## src/rtl/sine_dac_pkg.sv

```systemverilog
// rtl/sine_dac_pkg.sv - shared constants and helpers for the sine PWM DAC output stage
//
// Contents:
//   DAC_WIDTH    default sample / PWM counter width
//   DAC_MIDSCALE mid-scale code for DAC_WIDTH (offset-binary zero)
//   DAC_MAX      last counter value of a PWM period for DAC_WIDTH
//   midscale(w)  mid-scale code for an arbitrary width
//   max_code(w)  all-ones code for an arbitrary width
package sine_dac_pkg;

    function automatic int midscale(input int w);
        return 1 << (w - 1);
    endfunction

    function automatic int max_code(input int w);
        return (1 << w) - 1;
    endfunction

    localparam int DAC_WIDTH    = 8;
    localparam int DAC_MIDSCALE = midscale(DAC_WIDTH);
    localparam int DAC_MAX      = max_code(DAC_WIDTH);

endpackage

```

## src/rtl/sine_pwm_dac_tick_gen.sv

```systemverilog
// rtl/sine_pwm_dac_tick_gen.sv - PWM tick prescaler (module pwm_tick_gen)
//
// Ports:
//   clk    in   clock
//   reset  in   synchronous, active-high reset; clears the prescaler to 0
//   tick   out  high for one clk cycle every PRESCALE cycles (when the
//                prescaler sits at PRESCALE-1); constantly high for PRESCALE=1
module pwm_tick_gen #(
    parameter int PRESCALE = 1
) (
    input  logic clk,
    input  logic reset,
    output logic tick
);

    localparam int            PW   = (PRESCALE > 1) ? $clog2(PRESCALE) : 1;
    localparam logic [PW-1:0] LAST = PW'(PRESCALE - 1);

    logic [PW-1:0] pcnt;

    always_ff @(posedge clk) begin
        if (reset) begin
            pcnt <= '0;
        end else if (pcnt == LAST) begin
            pcnt <= '0;
        end else begin
            pcnt <= pcnt + 1'b1;
        end
    end

    assign tick = (pcnt == LAST);

endmodule

```

## src/rtl/sine_pwm_dac.sv

```systemverilog
// rtl/sine_pwm_dac.sv - sample-to-PWM output stage fed by the sine lookup table
//
// Optional feature: define PWM_DAC_PRESCALE_EN to divide the PWM tick by
// PRESCALE through pwm_tick_gen; otherwise the counter ticks every clk.
//
// Ports:
//   clk           in   clock
//   reset         in   synchronous, active-high reset
//   sample_in     in   WIDTH-bit offset-binary sample
//   sample_valid  in   sample_in valid this cycle
//   sample_req    out  one-cycle strobe after each period boundary
//   pwm_out       out  registered PWM pin (cnt < duty)
//   duty          out  duty value currently in force
//   underrun      out  sticky: boundary reached with nothing pending
//   overrun       out  sticky: pending sample overwritten before use
module sine_pwm_dac
    import sine_dac_pkg::*;
#(
    parameter int WIDTH    = DAC_WIDTH,
    parameter int PRESCALE = 1
) (
    input  logic             clk,
    input  logic             reset,
    input  logic [WIDTH-1:0] sample_in,
    input  logic             sample_valid,
    output logic             sample_req,
    output logic             pwm_out,
    output logic [WIDTH-1:0] duty,
    output logic             underrun,
    output logic             overrun
);

    localparam logic [WIDTH-1:0] MIDSCALE = WIDTH'(midscale(WIDTH));
    localparam logic [WIDTH-1:0] MAX      = WIDTH'(max_code(WIDTH));

    if (PRESCALE < 1) begin : g_bad_prescale
        $error("sine_pwm_dac: PRESCALE must be at least 1");
    end

    logic             tick;
    logic             boundary;
    logic             consume;
    logic [WIDTH-1:0] cnt;
    logic [WIDTH-1:0] hold;
    logic             pending;

`ifdef PWM_DAC_PRESCALE_EN
    pwm_tick_gen #(
        .PRESCALE (PRESCALE)
    ) u_tick_gen (
        .clk   (clk),
        .reset (reset),
        .tick  (tick)
    );
`else
    assign tick = 1'b1;
`endif

    assign boundary = tick && (cnt == MAX);
    // The boundary takes the pending sample in the same edge a new one may
    // arrive, so a simultaneous write is not an overwrite.
    assign consume  = boundary && pending;

    always_ff @(posedge clk) begin
        if (reset) begin
            cnt        <= '0;
            duty       <= MIDSCALE;
            hold       <= '0;
            pending    <= 1'b0;
            pwm_out    <= 1'b0;
            sample_req <= 1'b0;
            underrun   <= 1'b0;
            overrun    <= 1'b0;
        end else begin
            if (tick) begin
                cnt <= cnt + 1'b1;
            end

            sample_req <= boundary;
            pwm_out    <= (cnt < duty);

            if (boundary) begin
                if (pending) begin
                    duty <= hold;
                end else begin
                    underrun <= 1'b1;
                end
            end

            // A sample arriving on an empty boundary only becomes pending;
            // it is never bypassed straight into duty.
            if (sample_valid) begin
                hold    <= sample_in;
                pending <= 1'b1;
                if (pending && !consume) begin
                    overrun <= 1'b1;
                end
            end else if (consume) begin
                pending <= 1'b0;
            end
        end
    end

endmodule

```

## config.mk

```make
export PLATFORM = sky130hd
export DESIGN_NAME = sine_pwm_dac
export DESIGN_NICKNAME = d
export VERILOG_FILES = /design/src/rtl/sine_dac_pkg.sv /design/src/rtl/sine_pwm_dac_tick_gen.sv /design/src/rtl/sine_pwm_dac.sv
export SDC_FILE = /design/constraint.sdc
export NUM_CORES = 1
export LEC_CHECK = 0
export CAP_MARGIN = 20
export CORE_ASPECT_RATIO = 1.1
export CORE_MARGIN = 2
export CORE_UTILIZATION = 51
export DETAILED_ROUTE_END_ITERATION = 10
export HOLD_SLACK_MARGIN = 0.15
export PLACE_DENSITY = 0.74
export SKIP_CTS_REPAIR_TIMING = 1
export SYNTH_ARGS = -nofsm -noshare
export SYNTH_HDL_FRONTEND = slang
export SYNTH_SLANG_ARGS = --single-unit
export TNS_END_PERCENT = 30
```

## constraint.sdc

```tcl
create_clock -name clk -period 4.9 [get_ports clk]
set_clock_uncertainty 0.15 [all_clocks]
set_input_delay 0.735 -clock clk [delete_from_list [all_inputs] [get_ports clk]]
set_output_delay 0.735 -clock clk [all_outputs]
set_load 0.01 [all_outputs]
```

-- Word level (Yosys, flattened, before mapping)
Cells that the tools add are included.
- add/subtract/negate cells: 1
- magnitude comparators: 1
- equal/unequal tests: 1
- mux-type cells: 2
- bitwise operators: 1
- reduce and logical (&&, ||, !) cells: 7
- operators by type and width (kind ; number):
    8-bit by 1-bit adder with 8-bit output, second input constant ; 1
    8-bit == test, second input constant ; 1
    8-bit less-than comparator ; 1
    2-bit AND reduction ; 3
    1-bit logical AND ; 2
    1-bit two-way mux ; 2
    2-bit nonzero test ; 1
    1-bit zero test ; 1
    1-bit NOT ; 1
- register bits after elaboration: 29
- input bits: 11
- output and inout bits: 12
- logic and storage cells: 21

-- Longest topological paths before layout
- depth after elaboration: 5
- mapped depth: 5
- mapped depth without buffers: 5

-- Worst setup path after synthesis
Ideal clock, no wire load.
- path kind: input-to-reg
- start: input reset
- end: register cnt[2]
- setup time: 0.128 ns
- arrival: 1.503 ns
- required time: 4.622 ns
- path slack: 3.120 ns
- stages: 4
- buffers on the path: 3
- path through: clkbuf_1 > clkbuf_1 > clkbuf_1 > nor2_1
- RTL lines (element ; RTL line ; RTL):
    start, declared ; sine_pwm_dac.sv:23 ; input logic reset,
    end signal, assigned ; sine_pwm_dac.sv:76 ; cnt <= cnt + 1'b1;
    end, declared ; sine_pwm_dac.sv:43 ; logic [WIDTH-1:0] cnt;
No word-level cell between the ends.

-- Final worst setup path
- start: register duty[1]
- end: output duty[1]
- RTL lines (element ; RTL line ; RTL):
    start, declared ; sine_pwm_dac.sv:28 ; output logic [WIDTH-1:0] duty,
    start signal, assigned ; sine_pwm_dac.sv:84 ; duty <= hold;
No word-level cell between the ends.

==> impl_metrics.env <==
export IMPL_cp_end_kind="output pin"
export IMPL_p_leak_uw=0.000614
export IMPL_layout_nets=177
export IMPL_cts_sinks=29
export IMPL_critical_path_max_stage_delay_ns=0.55
export IMPL_core_area_um2=2470
export IMPL_setup_worst_path_class="reg2out"
export IMPL_fin_setup_tns_ns=0
export IMPL_cts_max_path_buffers=2
export IMPL_synth_top_cell_by_area="dfxtp_1"
export IMPL_synth_top_cell_area_share=0.444
export IMPL_cp_data_arrival_time_ns=1.24
export IMPL_worstPathMaxFanout=3
export IMPL_die_w_um=52.3
export IMPL_place_area_um2=1550
export IMPL_path_cells="clkdlybuf4s50_1"
export IMPL_hold_viol=0
export IMPL_cts_root_buf="clkbuf_4"
export IMPL_outcome="complete, no violations"
export IMPL_instances_no_fill=190
export IMPL_grt_overflow_total=0
export IMPL_powerDensity_nw_per_um2=261
export IMPL_vdd_drop_max_mv=0.232
export IMPL_drc=0
export IMPL_worst_slack_ns=2.78
export IMPL_routed_via_density=5.06
export IMPL_crit_path_start_kind="register"
export IMPL_critPathRequiredTime_ns=4.01
export IMPL_fill_cells=208
export IMPL_first_global_vias=991
export IMPL_synthFlopType="dfxtp_1"
export IMPL_finalInstanceArea_um2=1610
export IMPL_diodes=0
export IMPL_synth_area_top_cells="dfxtp_1, mux2i_1, ha_1"
export IMPL_rsz0062_at_grt="false"
export IMPL_dr_pass1_iters=4
export IMPL_wirelength_mm=2.27
export IMPL_avgRoutedWirePerCell_um=12.0
export IMPL_hold_class="reg2reg"
export IMPL_fin_crit_ns=2.12
export IMPL_gp_congestion=0.788
export IMPL_die_h_um=57.1
export IMPL_cts_max_level=2
export IMPL_synthArstFlopShare=0
export IMPL_hold_ws_ns=0.309
export IMPL_rows=19
export IMPL_antenna_left=0
export IMPL_antenna_found_initial=0
export IMPL_maxCapViolCount=0
export IMPL_cts_buffers=5
export IMPL_area_growth_pct=23.3
export IMPL_path_clk_slew_ns=0.09
export IMPL_numPortBuffers=22
export IMPL_synth_distinct_cells=28
export IMPL_fmax_ghz=0.471
export IMPL_grt_use_total=0.188
export IMPL_synth_edf_count=0
export IMPL_die_area_um2=2990
export IMPL_path_buf_inv=1
export IMPL_netlist_area_um2=1310
export IMPL_slew_limit_headroom=0.613
export IMPL_worstMarginPinSlew_ns=0.579
export IMPL_synth_seq_area_share=0.444
export IMPL_grt_max_degree=38
export IMPL_place_inst=181
export IMPL_multi_input_area_um2=648
export IMPL_cts_tree="done"
export IMPL_syn_inst=133
export IMPL_crit_slowest_cell="clkdlybuf4s50_1"
export IMPL_final_max_slew_violation_count=0
export IMPL_crit_family="buffers and inverters"
export IMPL_clock_latency_ns=0.32
export IMPL_fin_crit_sh=0.434
export IMPL_setup_viol=0
export IMPL_pre_cts_slack_ns=2.33
export IMPL_seqCellArea_um2=581
export IMPL_syn_num_nets=152
export IMPL_vias=962
export IMPL_ys_seq_elements=29
export IMPL_dp_hpwl_mm=1.68
export IMPL_drt_initial_drc_count=5
export IMPL_start_util=0.529
export IMPL_drive_above_1_share=0.0755
export IMPL_ios=23
export IMPL_grt_pass1_wl_mm=4.04
export IMPL_yosys_warnings=0
export IMPL_avgSynthCellArea_um2=9.83
==> worst paths after layout <==
path | start | to | slack, ns | cells after the start
min reg2reg | overrun | overrun | 0.31 | 2
min | overrun | overrun | 0.31 | 2
max | duty[1] | duty[1] | 2.78 | 1
max reg2reg | cnt[0] | duty[0] | 3.07 | 4
==> cells by family after synthesis <==
logic type               Yosys count  synth area share
multiplexers                      16             0.122
XOR/XNOR                           3            0.0201
AO/OA/AOI/OAI                     17            0.0804
flip-flops                        29             0.444
buffers and inverters             17            0.0603
AND/OR/NAND/NOR                   43             0.196
adder cells (fa/ha/maj)            8            0.0766
==> cell usage after synthesis, types with 2 or more instances <==
master,count
or3_1,3
ha_1,8
xor2_1,2
clkbuf_1,4
o21ai_0,4
nand2b_1,14
inv_1,11
dfxtp_1,29
nand2_1,2
o211ai_1,2
mux2i_1,16
nor2_1,14
a21oi_1,7
nand3_1,2
nor2b_1,2
==> registers in the layout (all words and copies together), names as in the netlist <==
| register | count |
|---|---|
| cnt | 8 |
| pwm_out | 1 |
| overrun | 1 |
| sample_req | 1 |
| underrun | 1 |
| duty | 8 |
| pending | 1 |
| hold | 8 |
==> layout by cell type, fill, tap and decap left out, types with 3 or more instances in the layout <==
cell type        count
dfxtp_1             29
clkdlybuf4s50_1     22
mux2i_1             16
nand2b_1            14
nor2_1              14
inv_1               11
ha_1                 8
a21oi_1              7
clkbuf_4             5
o21ai_0              4
or3_1                3
==> report_power, final <==
part / switching (µW) / internal, µW
clock: 80.8 / 54.5
combinational: 14.6 / 22.7
sequential: 5.64 / 243
==> cell type report <==
type / count / share of cell area
Inverter: 12 / 0.0365
Timing Repair Buffer: 23 / 0.146
Clock buffer: 6 / 0.0256
Multi-Input combinational cell: 87 / 0.402
Tap cell: 31 / 0.0240
Sequential cell: 29 / 0.360
Clock inverter: 2 / 0.00621
==> stage by stage <==
| step | utilization | power, µW |
|---|---|---|
| floorplan | - | 277 |
| global placement | 0.626 | 289 |
| detailed placement | 0.626 | 291 |
| CTS | 0.646 | 427 |
| global route | 0.652 | 443 |
| finish | 0.652 | 421 |
==> metal layers <==
layer  up-vias  GRT usage  wire length, µm
met5         -          0                0
met4         0      0.121               59
met1       443      0.192             1010
met3         7     0.0576               86
li1        498          -                -
met2        14      0.324             1110
Power figures use the tool's default switching activity.
